### src/rtl/seg7_pkg.sv
// rtl/seg7_pkg.sv - shared types and constants for the 6-digit seg7 scanner
package seg7_pkg;

  localparam int NUM_DIGITS = 6;
  localparam int DIGIT_W    = 3;
  localparam int PTR_W      = 3;

  typedef enum logic [1:0] {
    ST_IDLE  = 2'd0,
    ST_SHOW  = 2'd1,
    ST_BLANK = 2'd2
  } state_t;

  // Digit positions are 1-based; 0 and 7 do not address a register.
  function automatic logic addr_valid(input logic [PTR_W-1:0] a);
    return (a >= PTR_W'(1)) && (a <= PTR_W'(NUM_DIGITS));
  endfunction

endpackage

### src/rtl/seg7_prescaler.sv
// rtl/seg7_prescaler.sv - dwell counter with reload and terminal-count pulse
module seg7_prescaler #(
  parameter int W = 4
) (
  input  logic         i_clk,
  input  logic         i_rst,
  input  logic         i_load,
  input  logic [W-1:0] i_term,
  output logic         o_tc
);

  logic [W-1:0] r_cnt;
  logic         w_tc;

  // Terminal count is the last cycle of the current dwell; the counter
  // reloads there so it never runs past the terminal value.
  assign w_tc = (r_cnt == i_term);
  assign o_tc = w_tc;

  // Count up from zero; reload on request or on terminal count.
  always_ff @(posedge i_clk) begin
    if (i_rst) begin
      r_cnt <= '0;
    end else if (i_load || w_tc) begin
      r_cnt <= '0;
    end else begin
      r_cnt <= r_cnt + W'(1);
    end
  end

endmodule

### src/rtl/seg7_scan.sv
// rtl/seg7_scan.sv - six-digit multiplexed display scanner with digit register file
module seg7_scan
  import seg7_pkg::*;
#(
  parameter int DIV   = 1000,
  parameter int BLANK = 2
) (
  input  logic               clk,
  input  logic               rst,
  input  logic               wr_en,
  input  logic [PTR_W-1:0]   wr_addr,
  input  logic [DIGIT_W-1:0] wr_data,
  input  logic               scan_en,
  output logic [DIGIT_W-1:0] data1,
  output logic [PTR_W-1:0]   data2,
  output logic               frame_done
);

  localparam int DWELL_MAX = (DIV > BLANK) ? DIV : BLANK;
  localparam int CNT_W     = (DWELL_MAX > 2) ? $clog2(DWELL_MAX) : 1;
  localparam logic [CNT_W-1:0] SHOW_TC  = CNT_W'(DIV - 1);
  localparam logic [CNT_W-1:0] BLANK_TC = CNT_W'(BLANK - 1);

  state_t             r_state;
  state_t             w_state_nxt;
  logic [PTR_W-1:0]   r_ptr;
  logic [PTR_W-1:0]   w_ptr_nxt;
  logic [DIGIT_W-1:0] r_data1;
  logic [DIGIT_W-1:0] w_data1_nxt;
  logic [PTR_W-1:0]   r_data2;
  logic [PTR_W-1:0]   w_data2_nxt;
  logic               r_frame_done;
  logic               w_frame_done_nxt;
  logic [DIGIT_W-1:0] r_digit [NUM_DIGITS];
  logic               w_load;
  logic               w_tc;
  logic [CNT_W-1:0]   w_term;

  // Counter restarts whenever we are not actively scanning, so each
  // dwell begins at zero on the entry edge of SHOW or BLANK.
  assign w_load = (r_state == ST_IDLE) || !scan_en;
  assign w_term = (r_state == ST_SHOW) ? SHOW_TC : BLANK_TC;

  seg7_prescaler #(
    .W(CNT_W)
  ) u_prescaler (
    .i_clk  (clk),
    .i_rst  (rst),
    .i_load (w_load),
    .i_term (w_term),
    .o_tc   (w_tc)
  );

  // Register file write; reset clears all digits and drops a coincident write.
  always_ff @(posedge clk) begin
    if (rst) begin
      for (int i = 0; i < NUM_DIGITS; i++) begin
        r_digit[i] <= '0;
      end
    end else if (wr_en && addr_valid(wr_addr)) begin
      r_digit[wr_addr - PTR_W'(1)] <= wr_data;
    end
  end

  // Next-state and next-output logic; digit data is read from the register
  // file before any same-edge write lands, so entry shows the old value.
  always_comb begin
    w_state_nxt      = r_state;
    w_ptr_nxt        = r_ptr;
    w_data1_nxt      = '0;
    w_data2_nxt      = '0;
    w_frame_done_nxt = 1'b0;
    unique case (r_state)
      ST_IDLE: begin
        w_ptr_nxt = PTR_W'(1);
        if (scan_en) begin
          w_state_nxt = ST_SHOW;
          w_data2_nxt = PTR_W'(1);
          w_data1_nxt = r_digit[0];
        end
      end
      ST_SHOW: begin
        if (!scan_en) begin
          w_state_nxt = ST_IDLE;
          w_ptr_nxt   = PTR_W'(1);
        end else if (w_tc) begin
          w_state_nxt = ST_BLANK;
        end else begin
          w_data1_nxt = r_data1;
          w_data2_nxt = r_data2;
        end
      end
      ST_BLANK: begin
        if (!scan_en) begin
          w_state_nxt = ST_IDLE;
          w_ptr_nxt   = PTR_W'(1);
        end else if (w_tc) begin
          w_state_nxt = ST_SHOW;
          if (r_ptr == PTR_W'(NUM_DIGITS)) begin
            w_ptr_nxt        = PTR_W'(1);
            w_frame_done_nxt = 1'b1;
          end else begin
            w_ptr_nxt = r_ptr + PTR_W'(1);
          end
          w_data2_nxt = w_ptr_nxt;
          w_data1_nxt = r_digit[w_ptr_nxt - PTR_W'(1)];
        end
      end
      default: begin
        w_state_nxt = ST_IDLE;
        w_ptr_nxt   = PTR_W'(1);
      end
    endcase
  end

  // State, pointer and registered display outputs.
  always_ff @(posedge clk) begin
    if (rst) begin
      r_state      <= ST_IDLE;
      r_ptr        <= PTR_W'(1);
      r_data1      <= '0;
      r_data2      <= '0;
      r_frame_done <= 1'b0;
    end else begin
      r_state      <= w_state_nxt;
      r_ptr        <= w_ptr_nxt;
      r_data1      <= w_data1_nxt;
      r_data2      <= w_data2_nxt;
      r_frame_done <= w_frame_done_nxt;
    end
  end

  assign data1      = r_data1;
  assign data2      = r_data2;
  assign frame_done = r_frame_done;

endmodule

### config.mk
export PLATFORM = sky130hd
export DESIGN_NAME = seg7_scan
export DESIGN_NICKNAME = d
export VERILOG_FILES = /design/src/rtl/seg7_pkg.sv /design/src/rtl/seg7_prescaler.sv /design/src/rtl/seg7_scan.sv
export SDC_FILE = /design/constraint.sdc
export NUM_CORES = 1
export LEC_CHECK = 0
export ABC_AREA = 0
export CAP_MARGIN = 20
export CORE_MARGIN = 2
export CORE_UTILIZATION = 30
export CTS_CLUSTER_DIAMETER = 40
export DETAILED_ROUTE_END_ITERATION = 12
export GPL_ROUTABILITY_DRIVEN = 0
export GPL_TIMING_DRIVEN = 0
export SYNTH_ARGS = -nofsm -noshare
export SYNTH_HDL_FRONTEND = slang
export SYNTH_SLANG_ARGS = --single-unit
### constraint.sdc
create_clock -name clk -period 2.2 [get_ports clk]
set_clock_uncertainty 0.15 [all_clocks]
set_input_delay 0.22 -clock clk [delete_from_list [all_inputs] [get_ports clk]]
set_output_delay 0.22 -clock clk [all_outputs]
set_load 0.02 [all_outputs]
Word-level counts from Yosys, hierarchy flattened
Memory sizes are Yosys's and may differ from the RTL's. Index checks and enable logic that the tools add are counted.

Add/sub/neg operators: 4. Order comparisons: 2. Equal/unequal tests: 8. Mux-type cells: 34. Bitwise logic cells: 3. Reduce and logical (&&, ||, !) cells: 11.

Operators with widths (number): 3-bit 2-to-1 mux (16); 3-bit one-hot mux with 3 select lines (2); 10-bit by 1-bit adder with 10-bit output (second input constant) (1); 10-bit equality test (1); 10-bit 2-to-1 mux (1); 2-bit 2-to-1 mux (5); 1-bit 2-to-1 mux (8); 3-bit by 2-bit != test with 1-bit output (second input constant) (2); 2-bit one-hot mux with 3 select lines (1); 3-bit one-hot mux with 2 select lines (1); 3-bit by 1-bit subtractor with 3-bit output (second input constant) (2); 2-bit != test (second input constant) (2); 4-bit OR reduction (1); 3-bit by 1-bit adder with 3-bit output (second input constant) (1); 3-bit equality test (second input constant) (1); 3-bit by 1-bit >= comparator with 1-bit output (second input constant) (1); 3-bit less-or-equal comparator (second input constant) (1); 1-bit inverter (3); 3-bit AND reduction (1); 3-bit OR reduction (1); 2-bit by 1-bit equality test with 1-bit output (second input constant) (1); 2-bit equality test (second input constant) (1); 1-bit logical AND (2); 2-bit logical NOT (1); 4 further kinds (5).

Bits in registers: 22. Memory bits (writable): 18. Input port bits: 10. Output and inout port bits: 7. Logic and storage cells: 69. Memories kept: 1.

Memory list: r_digit (words 6, bits a word 3, rd ports 2, clocked after memory_dff 0, write ports 6, line seg7_scan.sv:34) `logic [DIGIT_W-1:0] r_digit [NUM_DIGITS];`.

Depth between registers and ports, before layout
An unclocked memory read counts as a cell.

Depth in word-level cells: 11. Mapped depth: 8. Gate-level depth less buffers: 6.

Hierarchy
A second synthesis with hierarchy kept.

Cell total of the unflattened synthesis: 219. Area, all modules: 2299.7 um^2.

Modules (own cells, without submodules): seg7_scan (times used 1, cells each 162, area each 1757.9 um^2, sequential area each 870.8 um^2); seg7_prescaler (times used 1, cells each 57, area each 541.8 um^2, sequential area each 200.2 um^2).

Least setup slack after synthesis
No wires, ideal clock.

Kind: input to register. From: input wr_addr[0]. To: memory r_digit[0][0] (enable). Setup time: 296 ps. Arrival time: 1527 ps. Required time: 1754 ps. Slack: 227 ps. Stages: 6. Buffers on the path: 1. Path through: buf_6 -> inv_1 -> ha_1 -> xnor2_1 -> and4_1 -> a31o_2.

RTL lines: start: declaration (line seg7_scan.sv:11) `input logic [PTR_W-1:0] wr_addr,`; end: declaration (line seg7_scan.sv:34).

==> out/results.ini <==
[synth]
syn_nets=213
synth_ff_type=dfxtp_1
synthAdderAreaFrac=0.0230
syn_inst=199
ys_warn_count=0
ys_ff_latch=43
synth_top_family_by_area=simple AND/OR/NAND/NOR gates
seq_area_frac_synth=0.491
synth_xor_area_frac=0.0362
synth_cell_types=47
synth_mux_area_frac=0.0804
synth.area.top_cells=edfxtp_1, dfxtp_1, mux4_2
synth_area_mm2=0.00218
synthArstFlopShare=0
avgSynthCellArea_um2=11.0
netlist.area_leader.share=0.289
synth_top_area_cell=edfxtp_1
synth_edf_count=21
synth_compound_area_frac=0.0930
synthSimpleGateAreaFrac=0.242

[place]
port-buffer-count=16
dpl_cell_area_mm2=0.00246
dp_hpwl_mm=3.32

[setup_path]
crit_required_ns=2.06
cp-start-kind=primary input
reg2reg_slack_ns=0.21
worstSetupPathType=in -> reg
end_kind=flip-flop
worst_r2r_endpoint=data1[0]$_SDFFE_PP0P_
crit_start=wr_addr[0]
worst_ep_arrival_time_ns=1.98
r2r_cells=5
crit_fanout=10
regToRegStartpoint=r_state[0]$_SDFFE_PP0P_

[clock_tree]
numCtsBuffers=5
cts_tree=done
htreeDepth=2
clk_latency_ns=0.30
root_buffer=clkbuf_8
clkSinkCount=43
holdBufCountCts=0
path_clk_slew_ns=0.08
cts_buffer_depth=2

[finish]
n_antenna_cell=0
drive_above_1_share=0.171
finalNetCount=235
fin_area_mm2=0.00258
area_delta_synth_final_pct=18.6

[grt]
grt.overflow.total=0
antenna_found_initial=0
grt_pass1_wl_mm=7.65
grt_pass1_vias=1565
grt_max_degree=15
track_usage=0.127

[power]
p_int_mw=1.16
vdd_drop_max_v=0.000187
combPwrFrac=0.099
power.leakage_nw=0.810
seqPwrFrac=0.575
netSwitchingFraction=0.246
powerDensity_mw_per_mm2=596
switchingPower_mw=0.379
pwr-share-clk=0.325
power_mw=1.54

[detailed_routing]
drc=0
wl_met2_mm=2.14
via_count=1588
drtIter0Drc=51
ant_nets=0
detailedRoute.firstPassIterationCount=4
viasPerCell=4.95
wl_met1_mm=2.11
wl_met3_um=167
postRouteWirelength_mm=4.50
wl_per_cell_um=14.0
highest_layer=met4

[min_path]
min_to=data2[1]$_SDFFE_PP0P_
hp-class=reg -> reg
whs_path_depth=2
holdCritStartpoint=data2[1]$_SDFFE_PP0P_

[floorplan]
die-area_mm2=0.00796
num_io_pins=17
die_w_um=89.2
rows=31
start_util=0.305
core_area_mm2=0.00714
dieHeight_um=89.2

[sta]
fin_crit_sh=0.966
hold_viol=0
worst_pin_slew_ns=0.674
max_freq_ghz=0.471
finalMaxSlewViolations=0
whs_ns=0.334
slew_headroom=0.550
fin_crit_ns=2.12
rsz0062_at_grt=true
finalSetupViolations=0

[status]
status=finished, final reports clean

[run]
maxCapViolCount=0

## layer usage
layer / global-route usage / vias to the layer above
li1: - / 792
met2: 0.207 / 36
met3: 0.0277 / 6
met4: 0.0529 / 0
met5: 0 / -
met1: 0.164 / 754
## worst max path at each step
stage	endpoint	slack, ns	depth (start not counted)
finish	r_digit[1][2]$_SDFFCE_PN0P_	0.08	7
global placement	r_digit[2][0]$_SDFFCE_PN0P_	-0.49	7
detailed placement	r_digit[1][2]$_SDFFCE_PN0P_	-0.51	7
CTS	r_digit[4][0]$_SDFFCE_PN0P_	0.02	7
floorplan	r_digit[0][0]$_SDFFCE_PN0P_	0.23	6
global route	r_digit[5][0]$_DFFE_PP_	-0.01	7
## cells in the final DEF (no fill, tap or decap), types with 5 or more instances in the layout
cell	netlist	routed
nor2_1	32	31
dfxtp_1	22	22
edfxtp_1	21	21
clkdlybuf4s50_1	0	16
nand2_1	11	11
xnor2_1	8	7
inv_1	6	6
mux4_2	6	6
a31o_2	5	5
and3_1	5	5
nand4_1	5	5
a21oi_1	5	5
nor3_1	6	5
clkbuf_8	0	5
## worst max-delay path, stage by stage
cell             delay, ns
clkdlybuf4s50_1       0.49
buf_6                 0.15
inv_1                 0.10
ha_2                  0.24
xnor2_4               0.25
and4_2                0.31
a31o_2                0.22
## kinds of logic after synthesis
group	count (synthesis)
buf+inv	15
simple gates	91
xor+xnor	9
fa+ha+maj	4
mux	10
flops	43
compound gates	27
## state kept, by name, indices dropped and copies added (netlist names)
name,cells
data1,3
data2,3
r_state,2
u_prescaler.r_cnt,10
frame_done,1
r_ptr,3
r_digit,21
## cells in the mapped netlist, drive strengths merged (2+ instances only)
library cell  instances
nand2                11
nor3                  6
xnor2                 8
inv                   6
a21oi                 5
nor4                  3
a32oi                 3
nor2                 32
and4                  4
o21ai                 4
nand4                 7
a31o                  5
ha                    4
nand3                 7
clkbuf                4
mux4                  6
buf                   5
nor3b                 2
and3                  5
mux2i                 4
nor4b                 2
dfxtp                22
edfxtp               21
o2bb2ai               3
a31oi                 2
and2                  3
nand3b                2
nand2b                2
## repair_timing
item | in CTS | in global routing
endpoints found under the setup margin | 21 | 21
setup buffers | 0 | 0
gates resized for setup | 3 | 4
## power groups by stage
| stage | clock network, mW | logic [mW] | registers [mW] |
|---|---|---|---|
| 6_report | 0.502 | 0.153 | 0.887 |
| 5_1_grt | 0.542 | 0.168 | 0.891 |
| 4_1_cts | 0.511 | 0.150 | 0.887 |
| 3_5_place_dp | 0 | 0.144 | 0.906 |
| 3_3_place_gp | 0 | 0.142 | 0.904 |
| 2_1_floorplan | 0 | 0.0904 | 0.900 |
## per-stage QoR
| step | utilization | setup slack, ns | std cells | TNS (ns) |
|---|---|---|---|---|
| final | 0.362 | 0.0758 | 321 | 0 |
| after global routing | 0.362 | -0.0137 | 321 | -0.0410 |
| after CTS | 0.360 | 0.0156 | 321 | 0 |
| after detailed placement | 0.345 | -0.507 | 314 | -13.59 |
| after global placement | 0.345 | -0.489 | 314 | -12.47 |
| after floorplan | - | 0.227 | 199 | 0 |
## area by class of cell
type                            count  area (µm²)
Fill cell                         740        4550
Sequential cell                    43        1070
Multi-Input combinational cell    141        1070
Timing Repair Buffer               16         160
Tap cell                           99         124
Clock buffer                        5        68.8
Buffer                              8        47.5
Inverter                            6        22.5
Clock inverter                      3        20.0
No activity file was read; power rests on OpenSTA's default activity.
